$ cat src/rtl/bank_biu_linefill.sv
// ---------------------------------------------------------------------------
// bank_biu_linefill
//   Bank-side memory read engine for cache linefills. Linefill requests are
//   queued, issued as 2-beat AR bursts tagged {set,way}, the two 128-bit R
//   beats are assembled into one 256-bit line, and each line is handed to the
//   ISU linefill buffer as a single valid/ready transfer.
//
// Ports
//   clk_i, rst_i            clock, asynchronous active-low reset
//   lf_req_*                linefill request (addr / set / way), valid/ready
//   mem_ar*                 memory read-address channel (len 1, size 16B)
//   mem_r*                  memory read-data channel (rlast/rresp checked only
//                           when the checker is built in)
//   biu_isu_r*              assembled line to ISU, data = {beat1,beat0}
//   outstanding_cnt_o       bursts issued on AR and not yet delivered to ISU
//   err_o                   sticky protocol error
//
// Optional build macro
//   BANK_BIU_LINEFILL_CHK_EN  adds an in-flight ID scoreboard and drives err_o;
//                             without it err_o is tied low.
// ---------------------------------------------------------------------------
module bank_biu_linefill #(
  parameter int unsigned REQ_FIFO_DEPTH  = 4,
  parameter int unsigned MAX_OUTSTANDING = 8,
  parameter int unsigned ADDR_WIDTH      = 32
) (
  input  logic                                   clk_i,
  input  logic                                   rst_i,
  input  logic                                   lf_req_valid_i,
  output logic                                   lf_req_ready_o,
  input  logic [ADDR_WIDTH-1:0]                  lf_req_addr_i,
  input  logic [2:0]                             lf_req_set_i,
  input  logic [2:0]                             lf_req_way_i,
  output logic                                   mem_arvalid_o,
  input  logic                                   mem_arready_i,
  output logic [ADDR_WIDTH-1:0]                  mem_araddr_o,
  output logic [5:0]                             mem_arid_o,
  output logic [7:0]                             mem_arlen_o,
  output logic [2:0]                             mem_arsize_o,
  input  logic                                   mem_rvalid_i,
  output logic                                   mem_rready_o,
  input  logic [127:0]                           mem_rdata_i,
  input  logic [5:0]                             mem_rid_i,
  input  logic                                   mem_rlast_i,
  input  logic [1:0]                             mem_rresp_i,
  output logic                                   biu_isu_rvalid_o,
  input  logic                                   biu_isu_rready_i,
  output logic [255:0]                           biu_isu_rdata_o,
  output logic [5:0]                             biu_isu_rid_o,
  output logic [$clog2(MAX_OUTSTANDING+1)-1:0]   outstanding_cnt_o,
  output logic                                   err_o
);

  localparam int unsigned CNT_W = $clog2(MAX_OUTSTANDING + 1);
  localparam int unsigned PTR_W = $clog2(REQ_FIFO_DEPTH);
  localparam int unsigned LA_W  = ADDR_WIDTH - 5;
  localparam int unsigned ENT_W = LA_W + 6;

  // S_IDLE exists only so mem_rready_o can come out of reset low; it always
  // moves to S_BEAT0 on the first clock after reset.
  typedef enum logic [1:0] {
    S_IDLE,
    S_BEAT0,
    S_BEAT1,
    S_OUT
  } state_e;

  // -------------------------------------------------------------------------
  // Request FIFO
  // -------------------------------------------------------------------------
  logic [ENT_W-1:0] fifo_q [REQ_FIFO_DEPTH];
  logic [ENT_W-1:0] fifo_d [REQ_FIFO_DEPTH];
  logic [PTR_W-1:0] wr_ptr_q, wr_ptr_d;
  logic [PTR_W-1:0] rd_ptr_q, rd_ptr_d;
  logic [PTR_W:0]   fcnt_q, fcnt_d;

  logic             fifo_full;
  logic             fifo_empty;
  logic             req_push;
  logic             fifo_wr;
  logic             fifo_rd;
  logic [ENT_W-1:0] req_ent;
  logic [ENT_W-1:0] head_ent;

  // -------------------------------------------------------------------------
  // AR stage and outstanding counter
  // -------------------------------------------------------------------------
  logic             ar_valid_q, ar_valid_d;
  logic [LA_W-1:0]  ar_addr_q, ar_addr_d;
  logic [5:0]       ar_id_q, ar_id_d;
  logic [CNT_W-1:0] cnt_q, cnt_d;

  logic             ar_hs;
  logic             ar_slot_free;
  logic             ar_credit;
  logic             ar_load;

  // -------------------------------------------------------------------------
  // Assembly FSM and line buffer
  // -------------------------------------------------------------------------
  state_e           state_q, state_d;
  logic [127:0]     lo_q, lo_d;
  logic [127:0]     hi_q, hi_d;
  logic [5:0]       rid_q, rid_d;
  logic             beat;
  logic             isu_hs;

  assign fifo_full      = (fcnt_q == (PTR_W+1)'(REQ_FIFO_DEPTH));
  assign fifo_empty     = (fcnt_q == '0);
  assign lf_req_ready_o = ~fifo_full;
  assign req_push       = lf_req_valid_i & lf_req_ready_o;
  assign req_ent        = {lf_req_addr_i[ADDR_WIDTH-1:5], lf_req_set_i, lf_req_way_i};

  // An empty FIFO is bypassed so a request can reach AR the cycle after push.
  assign head_ent       = fifo_empty ? req_ent : fifo_q[rd_ptr_q];

  assign ar_hs          = ar_valid_q & mem_arready_i;
  assign ar_slot_free   = ~ar_valid_q | mem_arready_i;

  // The request sitting in the AR register is already committed, so it is
  // counted against the limit; otherwise the counter could pass the maximum
  // once that request handshakes.
  assign ar_credit      = ({1'b0, cnt_q} + {{CNT_W{1'b0}}, ar_valid_q})
                          < (CNT_W+1)'(MAX_OUTSTANDING);
  assign ar_load        = (~fifo_empty | req_push) & ar_slot_free & ar_credit;

  assign fifo_wr        = req_push & ~(ar_load & fifo_empty);
  assign fifo_rd        = ar_load & ~fifo_empty;

  always_comb begin
    fifo_d   = fifo_q;
    wr_ptr_d = wr_ptr_q;
    rd_ptr_d = rd_ptr_q;
    fcnt_d   = fcnt_q;
    if (fifo_wr) begin
      fifo_d[wr_ptr_q] = req_ent;
      wr_ptr_d         = wr_ptr_q + PTR_W'(1);
    end
    if (fifo_rd) begin
      rd_ptr_d = rd_ptr_q + PTR_W'(1);
    end
    case ({fifo_wr, fifo_rd})
      2'b10:   fcnt_d = fcnt_q + (PTR_W+1)'(1);
      2'b01:   fcnt_d = fcnt_q - (PTR_W+1)'(1);
      default: fcnt_d = fcnt_q;
    endcase
  end

  always_ff @(posedge clk_i or negedge rst_i) begin
    if (!rst_i) begin
      for (int unsigned i = 0; i < REQ_FIFO_DEPTH; i++) begin
        fifo_q[i] <= '0;
      end
      wr_ptr_q <= '0;
      rd_ptr_q <= '0;
      fcnt_q   <= '0;
    end else begin
      fifo_q   <= fifo_d;
      wr_ptr_q <= wr_ptr_d;
      rd_ptr_q <= rd_ptr_d;
      fcnt_q   <= fcnt_d;
    end
  end

  always_comb begin
    ar_valid_d = ar_valid_q;
    ar_addr_d  = ar_addr_q;
    ar_id_d    = ar_id_q;
    if (ar_load) begin
      ar_valid_d           = 1'b1;
      {ar_addr_d, ar_id_d} = head_ent;
    end else if (ar_hs) begin
      ar_valid_d = 1'b0;
    end
  end

  always_comb begin
    cnt_d = cnt_q;
    if (ar_hs && !isu_hs) begin
      cnt_d = cnt_q + CNT_W'(1);
    end else if (!ar_hs && isu_hs) begin
      cnt_d = cnt_q - CNT_W'(1);
    end
  end

  always_ff @(posedge clk_i or negedge rst_i) begin
    if (!rst_i) begin
      ar_valid_q <= 1'b0;
      ar_addr_q  <= '0;
      ar_id_q    <= '0;
      cnt_q      <= '0;
    end else begin
      ar_valid_q <= ar_valid_d;
      ar_addr_q  <= ar_addr_d;
      ar_id_q    <= ar_id_d;
      cnt_q      <= cnt_d;
    end
  end

  assign mem_arvalid_o     = ar_valid_q;
  assign mem_araddr_o      = {ar_addr_q, 5'b0};
  assign mem_arid_o        = ar_id_q;
  assign mem_arlen_o       = 8'd1;
  assign mem_arsize_o      = 3'd4;
  assign outstanding_cnt_o = cnt_q;

  // -------------------------------------------------------------------------
  // Assembly FSM: state register / next state / outputs
  // -------------------------------------------------------------------------
  always_ff @(posedge clk_i or negedge rst_i) begin
    if (!rst_i) begin
      state_q <= S_IDLE;
    end else begin
      state_q <= state_d;
    end
  end

  always_comb begin
    state_d = state_q;
    case (state_q)
      S_IDLE:  state_d = S_BEAT0;
      S_BEAT0: if (beat) state_d = S_BEAT1;
      S_BEAT1: if (beat) state_d = S_OUT;
      S_OUT:   if (biu_isu_rready_i) state_d = S_BEAT0;
      default: state_d = S_IDLE;
    endcase
  end

  always_comb begin
    mem_rready_o     = 1'b0;
    biu_isu_rvalid_o = 1'b0;
    case (state_q)
      S_BEAT0, S_BEAT1: mem_rready_o     = 1'b1;
      S_OUT:            biu_isu_rvalid_o = 1'b1;
      default:          mem_rready_o     = 1'b0;
    endcase
  end

  assign beat   = mem_rvalid_i & mem_rready_o;
  assign isu_hs = biu_isu_rvalid_o & biu_isu_rready_i;

  always_comb begin
    lo_d  = lo_q;
    hi_d  = hi_q;
    rid_d = rid_q;
    if (beat && state_q == S_BEAT0) begin
      lo_d  = mem_rdata_i;
      rid_d = mem_rid_i;
    end
    if (beat && state_q == S_BEAT1) begin
      hi_d = mem_rdata_i;
    end
  end

  always_ff @(posedge clk_i or negedge rst_i) begin
    if (!rst_i) begin
      lo_q  <= '0;
      hi_q  <= '0;
      rid_q <= '0;
    end else begin
      lo_q  <= lo_d;
      hi_q  <= hi_d;
      rid_q <= rid_d;
    end
  end

  assign biu_isu_rdata_o = {hi_q, lo_q};
  assign biu_isu_rid_o   = rid_q;

  // -------------------------------------------------------------------------
  // Protocol checker
  // -------------------------------------------------------------------------
`ifdef BANK_BIU_LINEFILL_CHK_EN
  logic [63:0] infl_q, infl_d;
  logic        err_q, err_d;
  logic        unused_inputs;

  always_comb begin
    infl_d = infl_q;
    err_d  = err_q;
    if (ar_hs && infl_q[ar_id_q]) begin
      err_d = 1'b1;
    end
    if (beat) begin
      if (mem_rresp_i != 2'b00) begin
        err_d = 1'b1;
      end
      if (state_q == S_BEAT0 && (!infl_q[mem_rid_i] || mem_rlast_i)) begin
        err_d = 1'b1;
      end
      if (state_q == S_BEAT1 && (mem_rid_i != rid_q || !mem_rlast_i)) begin
        err_d = 1'b1;
      end
    end
    // Clear before set so a retired ID may be reissued in the same cycle.
    if (isu_hs) begin
      infl_d[rid_q] = 1'b0;
    end
    if (ar_hs) begin
      infl_d[ar_id_q] = 1'b1;
    end
  end

  always_ff @(posedge clk_i or negedge rst_i) begin
    if (!rst_i) begin
      infl_q <= '0;
      err_q  <= 1'b0;
    end else begin
      infl_q <= infl_d;
      err_q  <= err_d;
    end
  end

  assign err_o         = err_q;
  assign unused_inputs = ^lf_req_addr_i[4:0];
`else
  logic unused_inputs;

  assign err_o         = 1'b0;
  assign unused_inputs = ^{lf_req_addr_i[4:0], mem_rlast_i, mem_rresp_i};
`endif

endmodule

$ cat config.mk
export PLATFORM = sky130hd
export DESIGN_NAME = bank_biu_linefill
export DESIGN_NICKNAME = d
export VERILOG_FILES = /design/src/rtl/bank_biu_linefill.sv
export SDC_FILE = /design/constraint.sdc
export NUM_CORES = 1
export LEC_CHECK = 0
export BUFFER_PORTS_ARGS = -buffer_cell sky130_fd_sc_hd__clkbuf_2
export CORE_ASPECT_RATIO = 1.2
export CORE_UTILIZATION = 42
export DETAILED_ROUTE_END_ITERATION = 8
export GPL_TIMING_DRIVEN = 0
export PLACE_DENSITY = 0.8
export RECOVER_POWER = 50
export SYNTH_ARGS = -nofsm -noshare
export SYNTH_HDL_FRONTEND = slang
export SYNTH_SLANG_ARGS = --single-unit
export TNS_END_PERCENT = 5
$ cat constraint.sdc
create_clock -name clk_i -period 2.5 [get_ports clk_i]
set_input_delay 0.5 -clock clk_i [delete_from_list [all_inputs] [get_ports clk_i]]
set_output_delay 0.5 -clock clk_i [all_outputs]
set_load 0.01 [all_outputs]
Word-level counts from Yosys, hierarchy flattened. Cells that the tools add are included.

Add/sub/neg operators: 7. $lt $le $gt $ge: 4. Eq/ne operators: 9. Muxes and demuxes: 18. Bitwise logic cells: 17. Reductions and logical operators: 14.

Operators by type and width (number): 132-bit bitwise mux (1); 33-bit two-way mux (4); 33-bit binary-select mux with 2-bit select (1); 33-bit demux with 2-bit select (1); 1-bit AND (9); 4-bit two-way mux (2); 2-bit one-hot mux with 4 select lines (1); 2-bit == test, second input constant (3); 3-bit >= comparator, second input constant (2); 2-bit two-way mux (3); 2-bit != test, second input constant (3); 2-bit NOT with 3-bit output (2); 3-bit one-hot mux with 2 select lines (1); 2-bit nonzero test (3); 4-bit by 1-bit adder with 5-bit output (1); 1-bit logical AND (5); 5-bit by 4-bit < comparator with 1-bit output, second input constant (1); 2-bit by 1-bit adder with 2-bit output, second input constant (2); 4-bit by 1-bit adder with 4-bit output, second input constant (1); 2-bit by 1-bit == test with 1-bit output, second input constant (2); 1-bit two-way mux (4); 1-bit NOT (4); 4-bit by 1-bit subtractor with 4-bit output, second input constant (1); 3-bit by 1-bit adder with 3-bit output, second input constant (1); other kinds (9) (11).

Bits in registers: 441. Output and inout port bits: 320. Logic and storage cells: 84.

Depth between registers and ports, before layout.
Depth in word-level cells: 11. Depth in mapped cells: 11. Gate-level depth less buffers: 10.

Worst setup path after synthesis. Ideal clock, no wire load.

Kind: register to register. Start point: register fcnt_q[1]. End point: register fcnt_q[2]. Arrival time: 2618 ps. Data required time: 2421 ps. Slack: -197 ps. Cell stages (with the launch flop): 12. Buffers on the path: 1. Period minus slack after synthesis: 2697 ps. Cell sequence: dfrtp_1 or3_1 or4_4 buf_6 and3_4 inv_1 ha_1 inv_1 fa_1 xor2_1 nor2_1 xor2_1.

Longest elaborated chain between the ends: 11.

RTL lines: start, declared (line 75) `logic [PTR_W:0] fcnt_q, fcnt_d;`; start signal, assigned (line 161) `fcnt_q <= fcnt_d;`; 3-bit == test (line 108) `assign fifo_full = (fcnt_q == (PTR_W+1)'(REQ_FIFO_DEPTH));`; 1-bit NOT (line 110) `assign lf_req_ready_o = ~fifo_full;`; 1-bit AND (line 111) `assign req_push = lf_req_valid_i & lf_req_ready_o;`; 1-bit bitwise OR (line 125) `assign ar_load = (~fifo_empty | req_push) & ar_slot_free & ar_credit;`; 1-bit AND (2 in series) (line 125); 1-bit AND (line 127) `assign fifo_wr = req_push & ~(ar_load & fifo_empty);`; 1-bit NOT (line 127); 1-bit AND (line 127); 2-bit by 1-bit == test with 1-bit output / 2-bit == test (equally long branches) (line 142) `case ({fifo_wr, fifo_rd})`; 3-bit one-hot mux with 2 select lines / 2-bit nonzero test (equally long branches).

Several ways; a longest one is shown, not always the timed one. A chain may end at the register's enable or synchronous reset.

Final worst setup path. Same ends and word-level chain as after synthesis.

==> flow_summary.toml <==
[timing]
skew_ns = 0.0268
setup_viol = 32
slew_headroom = -0.107
worstMarginPinSlew_ns = 1.66
clock.fmax_mhz = 375
period_share = 1.07
whs_ns = 0.157
final_hold_viol_count = 0
rsz0062_at_grt = "true"
fin_crit_ns = 2.67
layout_setup_ws_ns = -0.169
final_max_slew_viol_count = 117

[worst_setup_path]
critPathKind = "flop to flop"
reg2regPathDepth = 10
cp_slowest_cell = "or4_4"
arrival_ns = 3.15
crit_path_frequent_cell = "xor2_1"
cp_data_required_time_ns = 2.98
crit_fanout = 4
critPathCaptureType = "flop"
crit_chain = "or3_4, or4_4, and3_4, inv_4, ha_4, inv_2, fa_2, xor2_1, nor2_1, xor2_1"
reg2reg_setup_slack_ns = -0.17
critPathLaunchType = "flop"
critPathMaxStageDelay_ns = 0.57

[power]
peakVddDrop_v = 0.000851
power_density_mw_per_mm2 = 1500
finalPower_uw = 34500
p_leak_uw = 0.0107

[placed_design]
gp_congestion = 0.853
io_buffers = 474
placed_area_mm2 = 0.0216
hpwlAfterDp_um = 34800

[detailed_routing]
wl_met3_um = 3580
dr.pass1.iters = 7
drt-vias-per-instance = 5.16
drc = 21
routed-via-count = 11600
post_drt_wl_per_cell_um = 21.6
drt-met1-wl_um = 18900
drt_wl_total_um = 48400
routed.top_layer = "met5"
ant_nets = 0
drt_iter0_markers = 463
wl_met2_um = 23600

[synthesis]
synth_warnings = 0
synth_edf_count = 0
synth_top_area_cell = "dfrtp_1"
synth_top_cell_area_share = 0.600
synthMostInstantiatedCell = "dfrtp_1"
synth-main-ff-cell = "dfrtp_1"
synthCells = 1095
yosys-top-cells-count = "441 x dfrtp_1, 275 x mux2_2, 120 x mux2_4, 38 x clkbuf_1, 34 x o22ai_1"
synth_cell_types = 39
yosys-top-cells-area = "dfrtp_1 60%, mux2_2 17%, mux2_4 9.8%, mux4_2 4.0%, a2bb2oi_1 1.6%"
syn-cell-area_mm2 = 0.0184
synth_area_per_cell_um2 = 16.8
seq_area_frac_synth = 0.600
synth_async_sr_flop_share = 1.00
synth_seq_cells = 441

[die]
row_count = 83
core_area_mm2 = 0.0430
dieArea_mm2 = 0.0446
ioPinCount = 501
fp.dieH_um = 231
initial_core_util = 0.428
die_w_um = 193

[cts]
path_clk_slew_ns = 0.06
cts_buffers = 47
clock_latency_ns = 0.58
root_buffer = "clkbuf_16"
htree_levels = 2
cts.sinks = 441
cts_tree = "done"
clk_path_buf_depth = 3

[final_layout]
syn_to_final_growth_pct = 25.3
nets = 1840
fillers = 3619
drive_above_1_share = 0.486
final_cell_area_mm2 = 0.0230

[hold_path]
min_path_cells = 2
hold_path.class = "input port to flop"

[grt]
antenna_found_initial = 13
grt_util_all_layers = 0.214
gr-total-overflow = 0
grt_pass1_wl_um = 72500
grt_max_degree = 124
grt_pass1_vias = 12600

[job]
maxCapViolCount = 1

[run_status]
violations = "design-rule violations, max-capacitance violations, max-slew violations, negative setup slack"
outcome = "complete, but fails checks"
## state kept, by name (all words and copies together), names as in the netlist, 3 cells and up
name and count:
fifo_q 132, ar_addr_q 27, fcnt_q 3, biu_isu_rid_o 6, mem_arid_o 6, outstanding_cnt_o 4, lo_q 128, hi_q 128
## per-stage QoR
| stage | setup TNS, ns | utilization | instances | setup slack (ns) |
|---|---|---|---|---|
| detailed placement | -54.72 | 0.503 | 2139 | -0.683 |
| finish | -2.31 | 0.536 | 2240 | -0.169 |
| global route | -9.17 | 0.536 | 2240 | -0.217 |
| global placement | -3720.12 | 0.501 | 2136 | -8.40 |
| CTS | -3.04 | 0.542 | 2228 | -0.205 |
| floorplan | -0.151 | - | 1110 | -0.128 |
## power breakdown
part / total [µW] / internal, µW / leakage [µW] / switching, µW
sequential: 13000 / 10900 / 0.00522 / 2100
clock: 7300 / 4370 / 0.000801 / 2940
combinational: 14200 / 7450 / 0.00469 / 6780
## critical path: cells and delay by family (launching register included)
family	cells	cell delay, ns
adder cells (fa/ha/maj)	2	0.47
XOR/XNOR	2	0.31
buffers and inverters	2	0.10
flip-flops	1	0.38
AND/OR/NAND/NOR	4	1.32
## routing by layer
| layer | global-route usage | up-vias |
|---|---|---|
| met4 | 0.107 | 16 |
| met5 | 0 | - |
| met1 | 0.260 | 5915 |
| met2 | 0.343 | 431 |
| li1 | - | 5068 |
| met3 | 0.0653 | 134 |
## final timing paths
kind | startpoint | endpoint
worst max register to register | fcnt_q[1] | fcnt_q[2]
worst min-delay path | mem_rid_i[1] | biu_isu_rid_o[1]
worst max-delay path | fcnt_q[1] | fcnt_q[2]
worst min register to register | hi_q[37] | hi_q[37]
max in group asynchronous | rst_i | hi_q[59]
min in group asynchronous | rst_i | fifo_q[92]
## what timing repair did
action                     in CTS  in global routing
resized for setup              17                 12
setup endpoints to repair     180                 79
hold buffers                    0                  0
pin swaps                       1                  6
buffers inserted                2                  8
## cells in the final DEF, fill, tap and decap left out, types with 12 or more instances in the layout
master,synthesis,layout
a2bb2oi_1,33,33
buf_12,12,12
buf_4,17,27
clkbuf_1,38,279
clkbuf_16,0,48
clkbuf_2,0,240
conb_1,2,17
dfrtp_1,441,438
mux2_2,275,275
mux2_4,120,120
mux4_2,33,33
o22ai_1,34,34
## kinds of logic after synthesis
logic type	synth area share
buf+inv	0.0339
compound gates	0.0303
xor+xnor	0.00381
mux	0.309
other cells	0.000408
simple gates	0.0122
fa+ha+maj	0.0103
flops	0.600
## layout make-up
cell class | instances | area [µm²] | share of cell area
diodes | 5 | 12.5 | 0.000543
plain buffers | 80 | 586 | 0.0254
clock buffers | 69 | 1380 | 0.0599
clock inverters | 18 | 250 | 0.0109
inverters | 12 | 47.5 | 0.00206
multi-input cells | 576 | 6830 | 0.296
flip-flops and latches | 441 | 11000 | 0.479
well taps | 552 | 691 | 0.0300
repair buffers | 487 | 2210 | 0.0960
(Power assumes the default switching activity.)
